===== src/rtl/pwm_pkg.sv =====
// pwm_pkg: state encodings, default parameters and the duty clamp shared by
// the PWM compare block and its optional dead-time generator.
package pwm_pkg;

  localparam int PWM_WIDTH_DEFAULT    = 4;
  localparam int PWM_DEADTIME_DEFAULT = 2;

  typedef enum logic [0:0] {
    CFG_IDLE = 1'b0,
    CFG_PEND = 1'b1
  } cfg_state_e;

  typedef enum logic [1:0] {
    DT_OFF_BOTH = 2'd0,
    DT_HI_ON    = 2'd1,
    DT_LO_ON    = 2'd2
  } dt_state_e;

  // Duties above one full period would only mean "always high", so saturate there.
  function automatic logic [31:0] clamp_duty(input logic [31:0] duty, input int width);
    logic [31:0] full;
    full = 32'd1 << width;
    return (duty > full) ? full : duty;
  endfunction

endpackage


===== src/rtl/pwm_deadtime.sv =====
// pwm_deadtime: splits the raw compare into non-overlapping high/low drives
// separated by DEADTIME clocks of both-off.
//
// state       | meaning
// DT_OFF_BOTH | both drives off, timer counting down the dead time
// DT_HI_ON    | high-side drive on
// DT_LO_ON    | low-side drive on
module pwm_deadtime
  import pwm_pkg::*;
#(
  parameter int DEADTIME = PWM_DEADTIME_DEFAULT
) (
  input  logic clk_i,
  input  logic reset_i,
  input  logic raw_i,
  output logic hi_o,
  output logic lo_o
);

  if (DEADTIME == 0) begin : g_direct
    // Without dead time the drives follow raw directly; run_q keeps both off in reset.
    logic run_q;

    always_ff @(posedge clk_i or posedge reset_i) begin
      if (reset_i) begin
        run_q <= 1'b0;
      end else begin
        run_q <= 1'b1;
      end
    end

    assign hi_o = raw_i & run_q;
    assign lo_o = ~raw_i & run_q;
  end else begin : g_timer
    localparam int TW = $clog2(DEADTIME + 1);
    localparam logic [TW-1:0] RELOAD = TW'(DEADTIME - 1);

    dt_state_e     state_q;
    logic [TW-1:0] timer_q;
    logic          raw_prev_q;

    always_ff @(posedge clk_i or posedge reset_i) begin
      if (reset_i) begin
        state_q    <= DT_OFF_BOTH;
        timer_q    <= '0;
        raw_prev_q <= 1'b0;
      end else begin
        raw_prev_q <= raw_i;
        if (raw_i != raw_prev_q) begin
          // Any raw edge, including one inside the dead band, restarts the band.
          state_q <= DT_OFF_BOTH;
          timer_q <= RELOAD;
        end else if (state_q == DT_OFF_BOTH) begin
          if (timer_q == '0) begin
            state_q <= raw_i ? DT_HI_ON : DT_LO_ON;
          end else begin
            timer_q <= timer_q - TW'(1);
          end
        end
      end
    end

    assign hi_o = (state_q == DT_HI_ON);
    assign lo_o = (state_q == DT_LO_ON);
  end

endmodule


===== src/rtl/pwm_compare.sv =====
// pwm_compare: PWM from an external free-running counter with wrap-synchronised
// duty update. Define PWM_COMPLEMENT_EN to add the complementary dead-time output.
//
// state    | meaning
// CFG_IDLE | shadow free, ready to accept a duty
// CFG_PEND | shadow holds a duty waiting for the next wrap
module pwm_compare
  import pwm_pkg::*;
#(
  parameter int WIDTH    = PWM_WIDTH_DEFAULT,
  parameter int DEADTIME = PWM_DEADTIME_DEFAULT
) (
  input  logic             clk_i,
  input  logic             reset_i,
  input  logic [WIDTH-1:0] count_i,
  input  logic             cfg_valid_i,
  input  logic [WIDTH:0]   cfg_duty_i,
  output logic             cfg_ready_o,
  output logic             pwm_o,
  output logic             pwm_n_o,
  output logic             period_o,
  output logic [WIDTH:0]   duty_active_o
);

  localparam int DW = WIDTH + 1;

  logic [WIDTH-1:0] count_q;
  logic             wrap;
  cfg_state_e       cfg_state_q;
  logic             ready_q;
  logic [DW-1:0]    shadow_q;
  logic [DW-1:0]    duty_active_q;
  logic [DW-1:0]    duty_clamped;
  logic [DW-1:0]    duty_eff;
  logic             raw_q;
  logic             period_q;

  // A drop in count is a wrap, whether from MAX or from a counter restart.
  assign wrap         = (count_i < count_q);
  assign duty_clamped = DW'(clamp_duty(32'(cfg_duty_i), WIDTH));
  assign duty_eff     = (cfg_state_q == CFG_PEND && wrap) ? shadow_q : duty_active_q;

  always_ff @(posedge clk_i or posedge reset_i) begin
    if (reset_i) begin
      cfg_state_q   <= CFG_IDLE;
      ready_q       <= 1'b1;
      shadow_q      <= '0;
      duty_active_q <= '0;
    end else begin
      case (cfg_state_q)
        CFG_IDLE: begin
          if (cfg_valid_i) begin
            shadow_q    <= duty_clamped;
            cfg_state_q <= CFG_PEND;
            ready_q     <= 1'b0;
          end
        end
        CFG_PEND: begin
          if (wrap) begin
            duty_active_q <= shadow_q;
            cfg_state_q   <= CFG_IDLE;
            ready_q       <= 1'b1;
          end
        end
        default: begin
          cfg_state_q <= CFG_IDLE;
          ready_q     <= 1'b1;
        end
      endcase
    end
  end

  always_ff @(posedge clk_i or posedge reset_i) begin
    if (reset_i) begin
      count_q  <= '0;
      raw_q    <= 1'b0;
      period_q <= 1'b0;
    end else begin
      count_q  <= count_i;
      raw_q    <= ({1'b0, count_i} < duty_eff);
      period_q <= wrap;
    end
  end

  assign cfg_ready_o   = ready_q;
  assign period_o      = period_q;
  assign duty_active_o = duty_active_q;

`ifdef PWM_COMPLEMENT_EN
  pwm_deadtime #(
    .DEADTIME (DEADTIME)
  ) u_deadtime (
    .clk_i   (clk_i),
    .reset_i (reset_i),
    .raw_i   (raw_q),
    .hi_o    (pwm_o),
    .lo_o    (pwm_n_o)
  );
`else
  assign pwm_o   = raw_q;
  assign pwm_n_o = 1'b0;
`endif

endmodule


===== config.mk =====
export PLATFORM = sky130hd
export DESIGN_NAME = pwm_compare
export DESIGN_NICKNAME = d
export VERILOG_FILES = /design/src/rtl/pwm_pkg.sv /design/src/rtl/pwm_deadtime.sv /design/src/rtl/pwm_compare.sv
export SDC_FILE = /design/constraint.sdc
export NUM_CORES = 1
export LEC_CHECK = 0
export ABC_CLOCK_PERIOD_IN_PS = 2870
export CAP_MARGIN = 20
export CELL_PAD_IN_SITES_DETAIL_PLACEMENT = 1
export CELL_PAD_IN_SITES_GLOBAL_PLACEMENT = 1
export CORE_ASPECT_RATIO = 1.4
export CORE_MARGIN = 8
export CORE_UTILIZATION = 40
export CTS_CLUSTER_SIZE = 20
export DETAILED_ROUTE_END_ITERATION = 12
export DONT_BUFFER_PORTS = 1
export HOLD_SLACK_MARGIN = 0.08
export PLACE_DENSITY_LB_ADDON = 0.1
export SLEW_MARGIN = 20
export SYNTH_ARGS = -nofsm -noshare
export SYNTH_HDL_FRONTEND = slang
export SYNTH_SLANG_ARGS = --single-unit

===== constraint.sdc =====
create_clock -name clk_i -period 2.87 [get_ports clk_i]
set_input_delay 0.574 -clock clk_i [delete_from_list [all_inputs] [get_ports clk_i]]
set_output_delay 0.574 -clock clk_i [all_outputs]
set_load 0.01 [all_outputs]

# After elaboration in Yosys (flattened, before gate mapping)
# Cells that the tools add are included.
[classes] bitwise=1 div=0 mux=8 reduce_logical=4 n_mul=0 n_lt_le_gt_ge=3 eq_ne=2 add_sub_neg=0 shifts=0
[ops] operator="5-bit two-way mux" n=2
[ops] operator="2-bit AND reduction" n=3
[ops] operator="5-bit > comparator, second input constant" n=1
[ops] operator="4-bit by 5-bit less-than comparator with 1-bit output" n=1
[ops] operator="4-bit less-than comparator" n=1
[ops] operator="1-bit two-way mux" n=4
[ops] operator="2-bit != test, second input constant" n=2
[ops] operator="1-bit case mux with 2 select lines" n=2
[ops] operator="1-bit logical AND" n=1
[ops] operator="1-bit inverter" n=1
[word_totals] ramBits=0 mem_count=0 latchBits=0 mem_bits_ro=0 in_bits=12 register_bits=18 out_inout_bits=9

# Depth between registers and ports, before layout
[depth] word_depth=4 depth_mapped=11

# Worst setup path before layout
# OpenSTA, ideal clock, no wires.
[synth_path] kind="in2reg" startpoint="input port count_i[3]" endpoint="register raw_q (netlist: pwm_o)" n_path_buf=0 arrival_ns=2.598 cell_stages=9 setup_slack_ns=0.185 required_time_ns=2.783 path_cell_list="ha_1 > or4b_4 > a21oi_4 > nor2_2 > mux2i_1 > ha_1 > a211oi_1 > a31oi_1 > a22oi_1"
[synth_via] elab_chain_cells=4
[synth_rtl] element="start, declared" line="pwm_compare.sv:15" text="input logic [WIDTH-1:0] count_i,"
[synth_rtl] element="4-bit less-than comparator" line="pwm_compare.sv:39" text="assign wrap = (count_i < count_q);"
[synth_rtl] element="1-bit logical AND" line="pwm_compare.sv:41" text="assign duty_eff = (cfg_state_q == CFG_PEND && wrap) ? shadow_q : duty_active_q;"
[synth_rtl] element="5-bit two-way mux" line="pwm_compare.sv:41"
[synth_rtl] element="4-bit by 5-bit less-than comparator with 1-bit output (*)" line="pwm_compare.sv:80" text="raw_q <= ({1'b0, count_i} < duty_eff);"
[synth_rtl] element="end signal, assigned" line="pwm_compare.sv:80"
[synth_rtl] element="end, declared" line="pwm_compare.sv:35" text="logic raw_q;"
# Every way passes the cells marked *; elsewhere a longest branch is shown, timed or not.
# A chain may end at the register's enable or synchronous reset.

# Final worst setup path
[layout_path] startpoint="register count_q[3]" endpoint="register raw_q (netlist: pwm_o)"
[layout_via] elab_chain_cells=4
[layout_rtl] element="start, declared" line="pwm_compare.sv:27" text="logic [WIDTH-1:0] count_q;"
[layout_rtl] element="start signal, assigned" line="pwm_compare.sv:79" text="count_q <= count_i;"
[layout_rtl] element="4-bit less-than comparator" line="pwm_compare.sv:39"
[layout_rtl] element="1-bit logical AND" line="pwm_compare.sv:41"
[layout_rtl] element="5-bit two-way mux" line="pwm_compare.sv:41"
[layout_rtl] element="4-bit by 5-bit less-than comparator with 1-bit output" line="pwm_compare.sv:80"
# No other way between the ends.

==> impl_results.md <==
- Area leader, netlist: dfrtp_1
- Status: complete, no violations
- Largest net degree at the start of global routing: 19
- Die area: 4073 um^2
- Comb pwr share: 27.9%
- Crit Path Category: reg2reg
- DR vias/cell: 5.610
- Synth Flop Type: dfrtp_1
- Initial antenna violation count: 0
- Post-synth EDFFs: 0
- Setup violators final: 0
- CTS Sinks: 18
- Final Power: 762.1 uW
- YS warnings: 0
- DP Worst Slack: 0.09195 ns
- Reg2reg setup slack: 0.32 ns
- Gates resized, CTS repair: 0
- Setup Fix Bufs, Post-CTS: 0
- Clock Pin Slew Worst Setup and Hold Paths: 0.10 ns
- Worst setup margin: approximately 0.32 ns
- Clock buffer depth: 2
- CP Depth: 10
- CTS tree: built
- WHS: 0.2451 ns
- DR vias: approximately 590
- Root buf cell: clkbuf_4
- Layout Skew: around 0.003 ns
- Congestion Overflow GR: 0
- Drt initial violations: 4
- Final Max Slew Viols: 0
- Number of global-route vias before repair: between 600 and 700
- Lkg Pwr: 0.4757 nW
- Row count: 20
- Switching power: 247.6 uW
- Fin nets: between 100 and 150
- Fraction of layout cells with a size suffix above 1: between 20% and 30%
- Post-route cell area: 983.4 um^2
- Placer Congestion: 0.7260
- CP startpoint: count_q[3]
- Max_slew headroom: between 40% and 50%
- Placed Cells: 101
- Crit path buffers/inverters: 1
- First-pass DRT Iterations: 2
- Distinct cell type count after synthesis: 27
- Synth top cells by count: dfrtp_1 (17), ha_1 (6), inv_1 (6), nand2b_1 (6), o21ai_0 (6)
- Total CTS buffers: 3
- Post-Syn Area per Cell: 11.65 um^2
- FF-to-FF Start: count_q[3]
- Critical Path RT: between 3 and 4 ns
- Final ANT Viol Nets: 0
- Crit. End Element: register
- Hold Vio Cnt, Final: 0
- Sw Share: 32.49%
- Crit path launch type: register
- Sequential Power Share: 51.2%
- Clock Latency Late Sink: 0.30 ns
- DP Area: ~950 um^2
- Period utilisation layout: slightly below 90%
- Reg2Reg Depth: 10
- Max_cap viols: 0
- First-pass GRT wire length: 2918 um
- Seq/Total Area, Yosys: about half
- # IOs: 21
- Die X: between 50 and 60 um
- RSZ-0062 raised after global routing: no
- DRC: 0
- Hold Path Class: in2async
- CP most frequent cell: ha_1
- Final Util: roughly 46%
- Critical Path AT: 2.77 ns
- Area contributors post-synth: dfrtp_1 (47%), ha_1 (8.3%), mux2_4 (8.3%), nand2b_1 (4.1%), mux2i_1 (3.3%)
- Area share of the largest cell type after synthesis: a little under half
- Per-cell routed wire length: 16.55 um
- Mapped cell area: 908.4 um^2
- Initial Util: 42.21%
- Tot GR Track Use: 9.052%
- Max FO, Critical Path: 6
- # H-tree levels: 1
- CP max stage delay: between 0.5 and 0.6 ns
- Maximum clock rate: 392.6 MHz
- Non-filler cells, final: about 110
- Count leader, synth: dfrtp_1
- Int Power: roughly 510 uW
- Post-Route WL: 1738 um
- Post-synth ARST share: 100.0%
- Diodes inserted: 0
- Buffers on Ports: 0
- Cell family with most CP delay: compound AO/OA/AOI/OAI gates
- Synth Net Count: 96
- Mapped Cells: 78
- CP endpoint: pwm_o
- Hold buffer count at cts: 0
- Clk network pwr share: 20.9%
- Setup_tns: 0 ns
- Reg-to-Reg End: pwm_o
- CP Cell Sequence: inv_1, ha_1, or4b_4, a21oi_4, nor2_2, mux2i_1, ha_1, a211oi_1, a31oi_1, a22oi_1
- Fill cells: about 240
- Least-Margin Pin Slew: ~0.76 ns
- DP HPWL: about 1400 um
- Peak supply drop: around 0.33 mV
- Number of synthesized register bits: 18
- Die height: approximately 72 um
- Synthesis-to-layout area growth: 8.264%
- Final min period: 2.547 ns
- Pwr Density: 774.9 nW/um^2
- Total core area: 2152 um^2
- Slowest CP cell: or4b_4
sequential cells by signal, indices dropped and copies added (netlist names):
name,count
duty_active_o,5
shadow_q,5
count_q,4
cfg_ready_o,1
cfg_state_q,1
period_o,1
pwm_o,1
area by class of cell:
class	count	area, um^2	area share [%]
Clock buffer	4	36.28	3.690
Sequential cell	18	451.7	45.93
Multi-Input combinational cell	52	422.9	43.00
Tap cell	22	27.53	2.799
Inverter	6	22.52	2.290
Timing Repair Buffer	3	22.52	2.290
routing by layer:
metal	wire [um]	global-route usage, %
met1	662	8.376
met2	830	14.34
met3	153	3.839
met4	92	9.115
met5	0	0
how the worst min path moves through the flow:
stage	startpoint	to	slack (ns)
final	reset_i	cfg_state_q	0.25
after global routing	count_i[2]	count_q[2]	0.27
after CTS	reset_i	shadow_q[1]	0.28
after detailed placement	shadow_q[1]	shadow_q[1]	0.50
after global placement	shadow_q[1]	shadow_q[1]	0.49
after floorplan	shadow_q[1]	shadow_q[1]	0.47
logic make-up (layout without fill, tap and decap cells):
logic type | count (synthesis) | after routing | share of synthesized area [%]
simple gates | 19 | 19 | 11.84
flops | 18 | 18 | 49.73
compound gates | 17 | 17 | 13.22
mux | 9 | 9 | 12.81
buf+inv | 8 | 13 | 3.719
fa+ha+maj | 6 | 6 | 8.264
other cells | 1 | 1 | 0.4128
placed cells by master (no fill, tap or decap):
master and n:
a31oi_1 2, mux2_2 1, or4b_4 1, a22oi_1 1, a21oi_1 1, a21bo_1 1, o21ai_0 6, dfrtp_1 17
a2111oi_0 1, o31ai_1 1, nor2_1 4, ha_1 6, mux2_4 5, nor3b_1 2, o21a_1 2, mux2i_1 3
clkbuf_8 1, nand3_1 1, conb_1 1, buf_4 3, inv_1 6, clkbuf_4 3, nand2b_1 6, nor2_2 1
nand2_1 4, a21oi_4 1, a211oi_1 1, dfstp_2 1
power groups by stage:
stage                     Clock [mW]  Combinational, mW  Sequential (mW)
after floorplan                    0              0.180            0.378
after global placement             0              0.211            0.396
after detailed placement           0              0.215            0.399
after CTS                      0.165              0.217            0.394
after global routing           0.172              0.240            0.401
final                          0.159              0.212            0.390
(Power assumes the default switching activity.)
